--- src/rtl/prog_loader_pkg.sv ---
// Shared types and constants for the boot-time program loader.
package prog_loader_pkg;

    typedef enum logic [2:0] {
        IDLE,
        LEN_H,
        LEN_L,
        DATA,
        CHK,
        DONE,
        ERR
    } loader_state_t;

    localparam logic [7:0] SYNC_BYTE = 8'hA5;
    localparam int         LEN_W     = 16;

endpackage

--- src/rtl/prog_loader_byte_to_word.sv ---
// Four-lane little-endian byte-to-word assembler; word_vld is combinational with the lane-3 byte.
// No backpressure: accepts one byte per cycle whenever in_vld is high.
module prog_loader_byte_to_word (
    input  logic        clk,
    input  logic        rst_n,
    input  logic        clear,
    input  logic        in_vld,
    input  logic [7:0]  in_dat,
    output logic        word_vld,
    output logic [31:0] word_dat
);

    logic [1:0]  lane_q, lane_d;
    logic [23:0] sh_q, sh_d;

    always_comb begin
        lane_d = lane_q;
        sh_d   = sh_q;
        if (clear) begin
            lane_d = 2'd0;
            sh_d   = 24'd0;
        end else if (in_vld) begin
            lane_d = lane_q + 2'd1;
            sh_d   = {in_dat, sh_q[23:8]};
        end
    end

    // After three bytes sh_q holds {b2, b1, b0}, so the fourth byte completes the word.
    assign word_vld = in_vld && !clear && (lane_q == 2'd3);
    assign word_dat = {in_dat, sh_q};

    always_ff @(posedge clk or negedge rst_n) begin
        if (!rst_n) begin
            lane_q <= 2'd0;
            sh_q   <= 24'd0;
        end else begin
            lane_q <= lane_d;
            sh_q   <= sh_d;
        end
    end

endmodule

--- src/rtl/prog_loader.sv ---
// Framed byte-stream loader into instruction memory; holds the core in reset until the checksum matches.
// One byte per cycle; rx_ready is registered and drops only once the load has completed.
module prog_loader
    import prog_loader_pkg::*;
#(
    parameter logic [31:0] BASE_ADDR = 32'h0000_0000,
    parameter int          MAX_WORDS = 1024
) (
    input  logic             clk,
    input  logic             reset,
    input  logic [7:0]       rx_data,
    input  logic             rx_valid,
    output logic             rx_ready,
    output logic             mem_wr,
    output logic [31:0]      mem_waddr,
    output logic [31:0]      mem_wdata,
    output logic             core_reset,
    output logic             done,
    output logic             error,
    output logic [LEN_W-1:0] words_loaded
);

    localparam logic [LEN_W-1:0] MAX_LEN = LEN_W'(MAX_WORDS);

    loader_state_t    state_q, state_d;
    logic [7:0]       len_h_q, len_h_d;
    logic [LEN_W-1:0] len_q, len_d;
    logic [LEN_W-1:0] idx_q, idx_d;
    logic [7:0]       chk_q, chk_d;
    logic             rx_ready_q, rx_ready_d;
    logic             mem_wr_q, mem_wr_d;
    logic [31:0]      waddr_q, waddr_d;
    logic [31:0]      wdata_q, wdata_d;
    logic             core_reset_q, core_reset_d;
    logic             done_q, done_d;
    logic             error_q, error_d;

    logic             accept;
    logic             lane_clr;
    logic             b2w_vld;
    logic             word_vld;
    logic [31:0]      word_dat;
    logic [LEN_W-1:0] n_rx;

    assign accept = rx_valid && rx_ready_q;
    assign n_rx   = {len_h_q, rx_data};

    prog_loader_byte_to_word u_byte_to_word (
        .clk      (clk),
        .rst_n    (reset),
        .clear    (lane_clr),
        .in_vld   (b2w_vld),
        .in_dat   (rx_data),
        .word_vld (word_vld),
        .word_dat (word_dat)
    );

    always_comb begin
        state_d      = state_q;
        len_h_d      = len_h_q;
        len_d        = len_q;
        idx_d        = idx_q;
        chk_d        = chk_q;
        mem_wr_d     = 1'b0;
        waddr_d      = waddr_q;
        wdata_d      = wdata_q;
        core_reset_d = core_reset_q;
        done_d       = done_q;
        error_d      = error_q;
        lane_clr     = 1'b0;
        b2w_vld      = 1'b0;
        if (accept) begin
            case (state_q)
                IDLE, ERR: begin
                    if (rx_data == SYNC_BYTE) begin
                        state_d  = LEN_H;
                        error_d  = 1'b0;
                        chk_d    = 8'd0;
                        idx_d    = '0;
                        lane_clr = 1'b1;
                    end
                end
                LEN_H: begin
                    len_h_d = rx_data;
                    state_d = LEN_L;
                end
                LEN_L: begin
                    len_d = n_rx;
                    if (n_rx > MAX_LEN) begin
                        state_d = ERR;
                        error_d = 1'b1;
                    end else if (n_rx == '0) begin
                        state_d = CHK;
                    end else begin
                        state_d = DATA;
                    end
                end
                DATA: begin
                    b2w_vld = 1'b1;
                    chk_d   = chk_q ^ rx_data;
                    if (word_vld) begin
                        mem_wr_d = 1'b1;
                        wdata_d  = word_dat;
                        waddr_d  = BASE_ADDR + {14'd0, idx_q, 2'b00};
                        idx_d    = idx_q + 1'b1;
                        if (idx_q + 1'b1 == len_q) begin
                            state_d = CHK;
                        end
                    end
                end
                CHK: begin
                    if (rx_data == chk_q) begin
                        state_d      = DONE;
                        done_d       = 1'b1;
                        core_reset_d = 1'b0;
                    end else begin
                        state_d = ERR;
                        error_d = 1'b1;
                    end
                end
                default: state_d = state_q;
            endcase
        end
        rx_ready_d = (state_d != DONE);
    end

    // core_reset presets asynchronously so the core is held the instant reset asserts.
    always_ff @(posedge clk or negedge reset) begin
        if (!reset) begin
            state_q      <= IDLE;
            len_h_q      <= 8'd0;
            len_q        <= '0;
            idx_q        <= '0;
            chk_q        <= 8'd0;
            rx_ready_q   <= 1'b0;
            mem_wr_q     <= 1'b0;
            waddr_q      <= BASE_ADDR;
            wdata_q      <= 32'd0;
            core_reset_q <= 1'b1;
            done_q       <= 1'b0;
            error_q      <= 1'b0;
        end else begin
            state_q      <= state_d;
            len_h_q      <= len_h_d;
            len_q        <= len_d;
            idx_q        <= idx_d;
            chk_q        <= chk_d;
            rx_ready_q   <= rx_ready_d;
            mem_wr_q     <= mem_wr_d;
            waddr_q      <= waddr_d;
            wdata_q      <= wdata_d;
            core_reset_q <= core_reset_d;
            done_q       <= done_d;
            error_q      <= error_d;
        end
    end

    assign rx_ready     = rx_ready_q;
    assign mem_wr       = mem_wr_q;
    assign mem_waddr    = waddr_q;
    assign mem_wdata    = wdata_q;
    assign core_reset   = core_reset_q;
    assign done         = done_q;
    assign error        = error_q;
    assign words_loaded = idx_q;

endmodule

--- config.mk ---
export PLATFORM = sky130hd
export DESIGN_NAME = prog_loader
export DESIGN_NICKNAME = d
export VERILOG_FILES = /design/src/rtl/prog_loader_pkg.sv /design/src/rtl/prog_loader_byte_to_word.sv /design/src/rtl/prog_loader.sv
export SDC_FILE = /design/constraint.sdc
export NUM_CORES = 1
export LEC_CHECK = 0
export ABC_AREA = 1
export ABC_CLOCK_PERIOD_IN_PS = 2380
export BUFFER_PORTS_ARGS = -buffer_cell sky130_fd_sc_hd__buf_4
export CORE_MARGIN = 4
export CORE_UTILIZATION = 57
export CTS_BUF_LIST = sky130_fd_sc_hd__clkbuf_16
export DETAILED_ROUTE_END_ITERATION = 7
export HOLD_SLACK_MARGIN = 0.02
export PLACE_DENSITY = 0.83
export SLEW_MARGIN = 5
export SYNTH_ARGS = -nofsm -noshare
export SYNTH_HDL_FRONTEND = slang
export SYNTH_SLANG_ARGS = --single-unit
--- constraint.sdc ---
create_clock -name clk -period 2.38 [get_ports clk]
set_input_delay 0.119 -clock clk [delete_from_list [all_inputs] [get_ports clk]]
set_output_delay 0.119 -clock clk [all_outputs]
set_load 0.02 [all_outputs]
Yosys cells after proc, flatten, opt, wreduce, memory -nomap -nowiden. Index checks and enable logic that the tools add are counted.

Flip-flop bits (word level): 130. Input bits: 11. Output and inout port bits: 85. Word-level logic and storage cells: 78.

Add/sub/neg operators: 2. Order comparisons: 1. Equal/unequal tests: 14. Multiplexer cells: 29. Bitwise logic cells: 1. Reduce and logical (&&, ||, !) cells: 17.

Operators with widths (count): two-way mux 24 bit (2); two-way mux 16 bit (2); case mux 16 bit (2 select lines) (1); two-way mux 3 bit (6); adder 16 x 1 -> 16 bit, second input constant (1); == test 16 bit (1); greater-than comparator 16 x 11 -> 1 bit, second input constant (1); zero test 16 bit (1); case mux 8 bit (2 select lines) (1); case mux 3 bit (5 select lines) (1); two-way mux 1 bit (11); AND reduction 3 bit (3); == test 8 bit (1); == test 8 bit, second input constant (1); two-way mux 8 bit (1); XOR 8 bit (1); == test 3 x 2 -> 1 bit, second input constant (2); == test 3 bit, second input constant (2); two-way mux 2 bit (3); != test 2 bit, second input constant (3); AND reduction 5 bit (1); AND reduction 2 bit (2); AND reduction 4 bit (1); nonzero test 2 bit (2); other kinds (11) (13).

Depth between registers and ports, before layout.
Word-level depth: 11. Depth in mapped cells: 17. Mapped depth without buffers: 17.

Cells and area by module. From an unflattened synthesis, not the netlist that was laid out.

Cells, all modules: 770. Area total of the unflattened synthesis: 6374.9 µm².

Modules (own cells, without submodules): prog_loader (times used 1, cells each 646, area an instance 5247.5 µm², sequential area each 2603.7 µm²); prog_loader_byte_to_word (times used 1, cells each 124, area an instance 1127.3 µm², sequential area each 650.6 µm²).

Worst setup path after synthesis. OpenSTA, ideal clock, no wires.

Path type: register to register. From: register idx_q[0] (netlist: words_loaded[0]). To: register rx_ready_q (netlist: rx_ready). Setup time: 121 ps. Arrival time: 1894 ps. Required time: 2259 ps. Setup slack: 365 ps. Cell stages (with the launch flop): 15. Path buffers: 0. Clock period less this slack: 2015 ps. Path through: dfrtp_1 > ha_1 > nand2_2 > nor2_8 > nand2_4 > nor2_4 > nand2_2 > nand3b_1 > nand3_1 > nor2_1 > nand3_2 > nand2_2 > nand2_1 > a21oi_1 > nand2_1.

Cells in the longest elaborated chain, start to end: 7.

Ends and longest elaborated chain: start, declared (RTL line prog_loader.sv:28) `logic [LEN_W-1:0] idx_q, idx_d;`; start signal, assigned (RTL line prog_loader.sv:146) `idx_q <= idx_d;`; adder 16 x 1 -> 16 bit (RTL line prog_loader.sv:106) `if (idx_q + 1'b1 == len_q) begin`; == test 16 bit (RTL line prog_loader.sv:106); two-way mux 3 bit (RTL line prog_loader.sv:106); two-way mux 3 bit (RTL line prog_loader.sv:101) `if (word_vld) begin`; case mux 3 bit (5 select lines) (RTL line prog_loader.sv:73) `case (state_q)`; two-way mux 3 bit (RTL line prog_loader.sv:72) `if (accept) begin`; != test 3 bit (RTL line prog_loader.sv:124) `rx_ready_d = (state_d != DONE);`; net rx_ready_d (RTL line prog_loader.sv:30) `logic rx_ready_q, rx_ready_d;`; end signal, assigned (RTL line prog_loader.sv:148) `rx_ready_q <= rx_ready_d;`; end, declared (RTL line prog_loader.sv:30).

The timed path passes the listed nets, and every way through them passes these cells. A chain may end at the register's enable or synchronous reset.

Worst setup path in the final report. Ends and elaborated chain as after synthesis.

==> impl_metrics.csv <==
group,metric,value,unit
flow_run,cap_violations,0,
setup_path,crit_end,"rx_ready",
synth,syn_inst,705,
routing,firstDrtPassIters,5,
clock_network,cts.sinks,130,
clock_network,clk_latency,0.42,ns
finish,fin_cells,943,
clock_network,cts_root_buf,"clkbuf_16",
setup_path,r2r_end,"rx_ready",
power,p_per_area,838,nW/um^2
power,irDropWorstVdd,521,uV
sta,fin_skew,0.00656,ns
finish,final_cell_mix,"nand2_1, dfrtp_1, inv_1, o21ai_0, buf_4",
sta,maxSlewHeadroom,59.9,%
floorplan,core,10300,um^2
sta,final-hold-violation-count,0,
setup_path,cp-startpoint,"words_loaded[0]",
routing,wl_met3,1030,um
synth,ys_warn_count,0,
finish,final_layout_size_suffix_gt1_share,20.7,%
global_routing,antenna_found_initial,0,
floorplan,rows,37,
routing,drc,0,
placement,dp_hpwl,9900,um
power,leakage,3.75,nW
finish,regArea,3260,um^2
placement,portBuffers,79,
clock_network,cts_tree,"built",
synth,synthAdderAreaFrac,0.413,%
global_routing,grtUsageTotal,24.5,%
routing,via_per_inst,5.43,
finish,area_growth,21.8,%
synth,muxShareOfSynthArea,0.186,%
routing,wl_met1,5830,um
floorplan,die_y,111,um
routing,routed_wl,14300,um
synth,async_flop_share,100,%
sta,finalSetupViolCount,0,
setup_path,rrSetupSlack,0.24,ns
global_routing,grt_max_degree,63,
setup_path,r2r-start,"words_loaded[0]",
finish,nets,807,
global_routing,grt_pass1_vias,5260,
finish,antenna_cells,0,
placement,place.gp.congestion,0.915,
floorplan,initial_core_util,58.7,%
synth,synth_xor_xnor_area_share,1.73,%
routing,highest_layer,"met4",
routing,vias,5117,
placement,dp.cells,906,
sta,fmax,468,MHz
sta,setup_tns,0,ns
clock_network,clk_pin_slew,0.07,ns
clock_network,htree_levels,4,
routing,antenna_left,0,
sta,period_share,89.9,%
synth,yosys.area_share.simple,21.9,%
clock_network,cts_buffers,17,
synth,synth_top_family_by_area,"simple AND/OR/NAND/NOR gates",
synth,synthFlopType,"dfrtp_1",
setup_path,cp-start-kind,"flip-flop",
finish,final_common_cell,"nand2_1",
global_routing,grt_pass1_wl,24600,um
synth,synth_cell_types,37,
global_routing,grt_overflow,0,
setup_path,worstSetupPathType,"reg -> reg",
synth,synth_edf_count,0,
floorplan,ioPinCount,96,
finish,num-fill-cells,737,
routing,routedWlPerCell,15.2,um
floorplan,dieArea,12300,um^2
routing,met2WireLength,7140,um
setup_path,reg2regPathDepth,16,
hold_path,min_path_type,"in -> reg",
finish,multi_input_area,2270,um^2
routing,drt_iter0_drc,424,
synth,synth_compound_area_share,12.2,%
synth,netlist_area,6060,um^2
setup_path,crit_required,2.69,ns
sta,rsz0062_at_grt,"false",
sta,finalCriticalPeriod,2.14,ns
clock_network,clk_path_buf_depth,2,
setup_path,worst-path-max-fanout,7,
synth,syn_area_per_cell,8.60,um^2
run_status,run_status,"finished, final reports clean",
synth,yosysSeqAreaShare,53.7,%
floorplan,fp.dieW,111,um
sta,tightest_slew,0.601,ns
setup_path,endpoint_kind,"flip-flop",
sta,finalMaxSlewViolations,0,
setup_path,cp.arrival,2.44,ns
synth,synth-seq-cells,130,
-- per-stage QoR --
step                hold slack, ns  power, W  setup slack [ns]  utilization, %  area, um^2
finish                      0.0487   0.00618             0.241            71.5        7380
global route                0.0645   0.00649          0.000839            71.5        7380
CTS                         0.0345   0.00621             0.168            71.4        7380
detailed placement           0.159   0.00367             0.167            65.4        6750
global placement             0.158   0.00360             0.357            65.4        6750
floorplan                   -0.177   0.00336             0.365               -        6120
-- synth_stat cells (all sizes together), types with 5 or more instances --
master | count | area [um^2]
o21ai | 95 | 475
xnor2 | 5 | 43.8
nand2 | 198 | 781
clkbuf | 12 | 45.0
o22ai | 32 | 200
nand4 | 11 | 68.8
nand3 | 34 | 185
xor2 | 7 | 61.3
nor2 | 33 | 206
inv | 96 | 360
nor3 | 5 | 36.3
dfrtp | 129 | 3230
buf | 27 | 185
-- layer usage --
metal / vias to the layer above / track usage [%]
met2: 218 / 40.5
met1: 2444 / 31.0
met5: - / 0
met4: 0 / 9.57
met3: 33 / 6.50
li1: 2422 / -
-- kinds of logic after synthesis --
family,count (synthesis)
compound gates,136
xor+xnor,12
fa+ha+maj,2
buf+inv,136
flops,130
mux,1
other cells,1
simple gates,287
-- power breakdown --
part | internal [W] | leakage [nW] | switching [W] | total, W
clock | 0.00140 | 0.287 | 0.00112 | 0.00252
combinational | 0.000363 | 1.78 | 0.000681 | 0.00104
sequential | 0.00245 | 1.68 | 0.000172 | 0.00262
total | 0.00422 | 3.75 | 0.00197 | 0.00618
-- layout make-up --
cell class	instances	area share, %
well taps	136	2.31
flip-flops and latches	130	44.1
clock inverters	15	2.05
repair buffers	94	10.1
clock buffers	17	5.76
inverters	97	4.93
multi-input cells	454	30.8
-- registers in the layout (all words and copies together), names as in the netlist --
name and flops:
u_byte_to_word.lane_q 2, u_byte_to_word.sh_q 24, words_loaded 16, mem_wdata 32
mem_waddr 16, chk_q 8, len_q 16, error 1
core_reset 1, rx_ready 1, len_h_q 8, done 1
state_q 3, mem_wr 1
-- timing repair --
action                                  CTS  global route
hold endpoints to repair                 48             0
endpoints found under the setup margin    0             2
hold buffers                              5             0
buffers inserted                          0             0
resized for setup                         0             3
-- critical path, stage by stage (launching register included) --
cell     delay (ns)
dfrtp_2        0.47
ha_2           0.34
inv_1          0.05
nand2_1        0.05
nand2_1        0.05
nor2_1         0.10
nand2_1        0.07
inv_1          0.07
nand2_1        0.05
nor2_1         0.11
nand2_1        0.06
nor2_1         0.12
nand3_2        0.13
nand2_1        0.09
nand2_1        0.07
a21oi_1        0.13
nand2_1        0.06
-- how the worst min path moves through the flow --
stage               depth (start not counted)             to  startpoint
CTS                                         4       chk_q[7]  rx_data[7]
finish                                      4       chk_q[7]  rx_data[7]
global placement                            1  mem_wdata[10]       reset
floorplan                                   0       chk_q[0]       reset
detailed placement                          1   mem_wdata[2]       reset
global route                                4       chk_q[7]  rx_data[7]
Note: power is estimated with default switching activity, not from simulation.
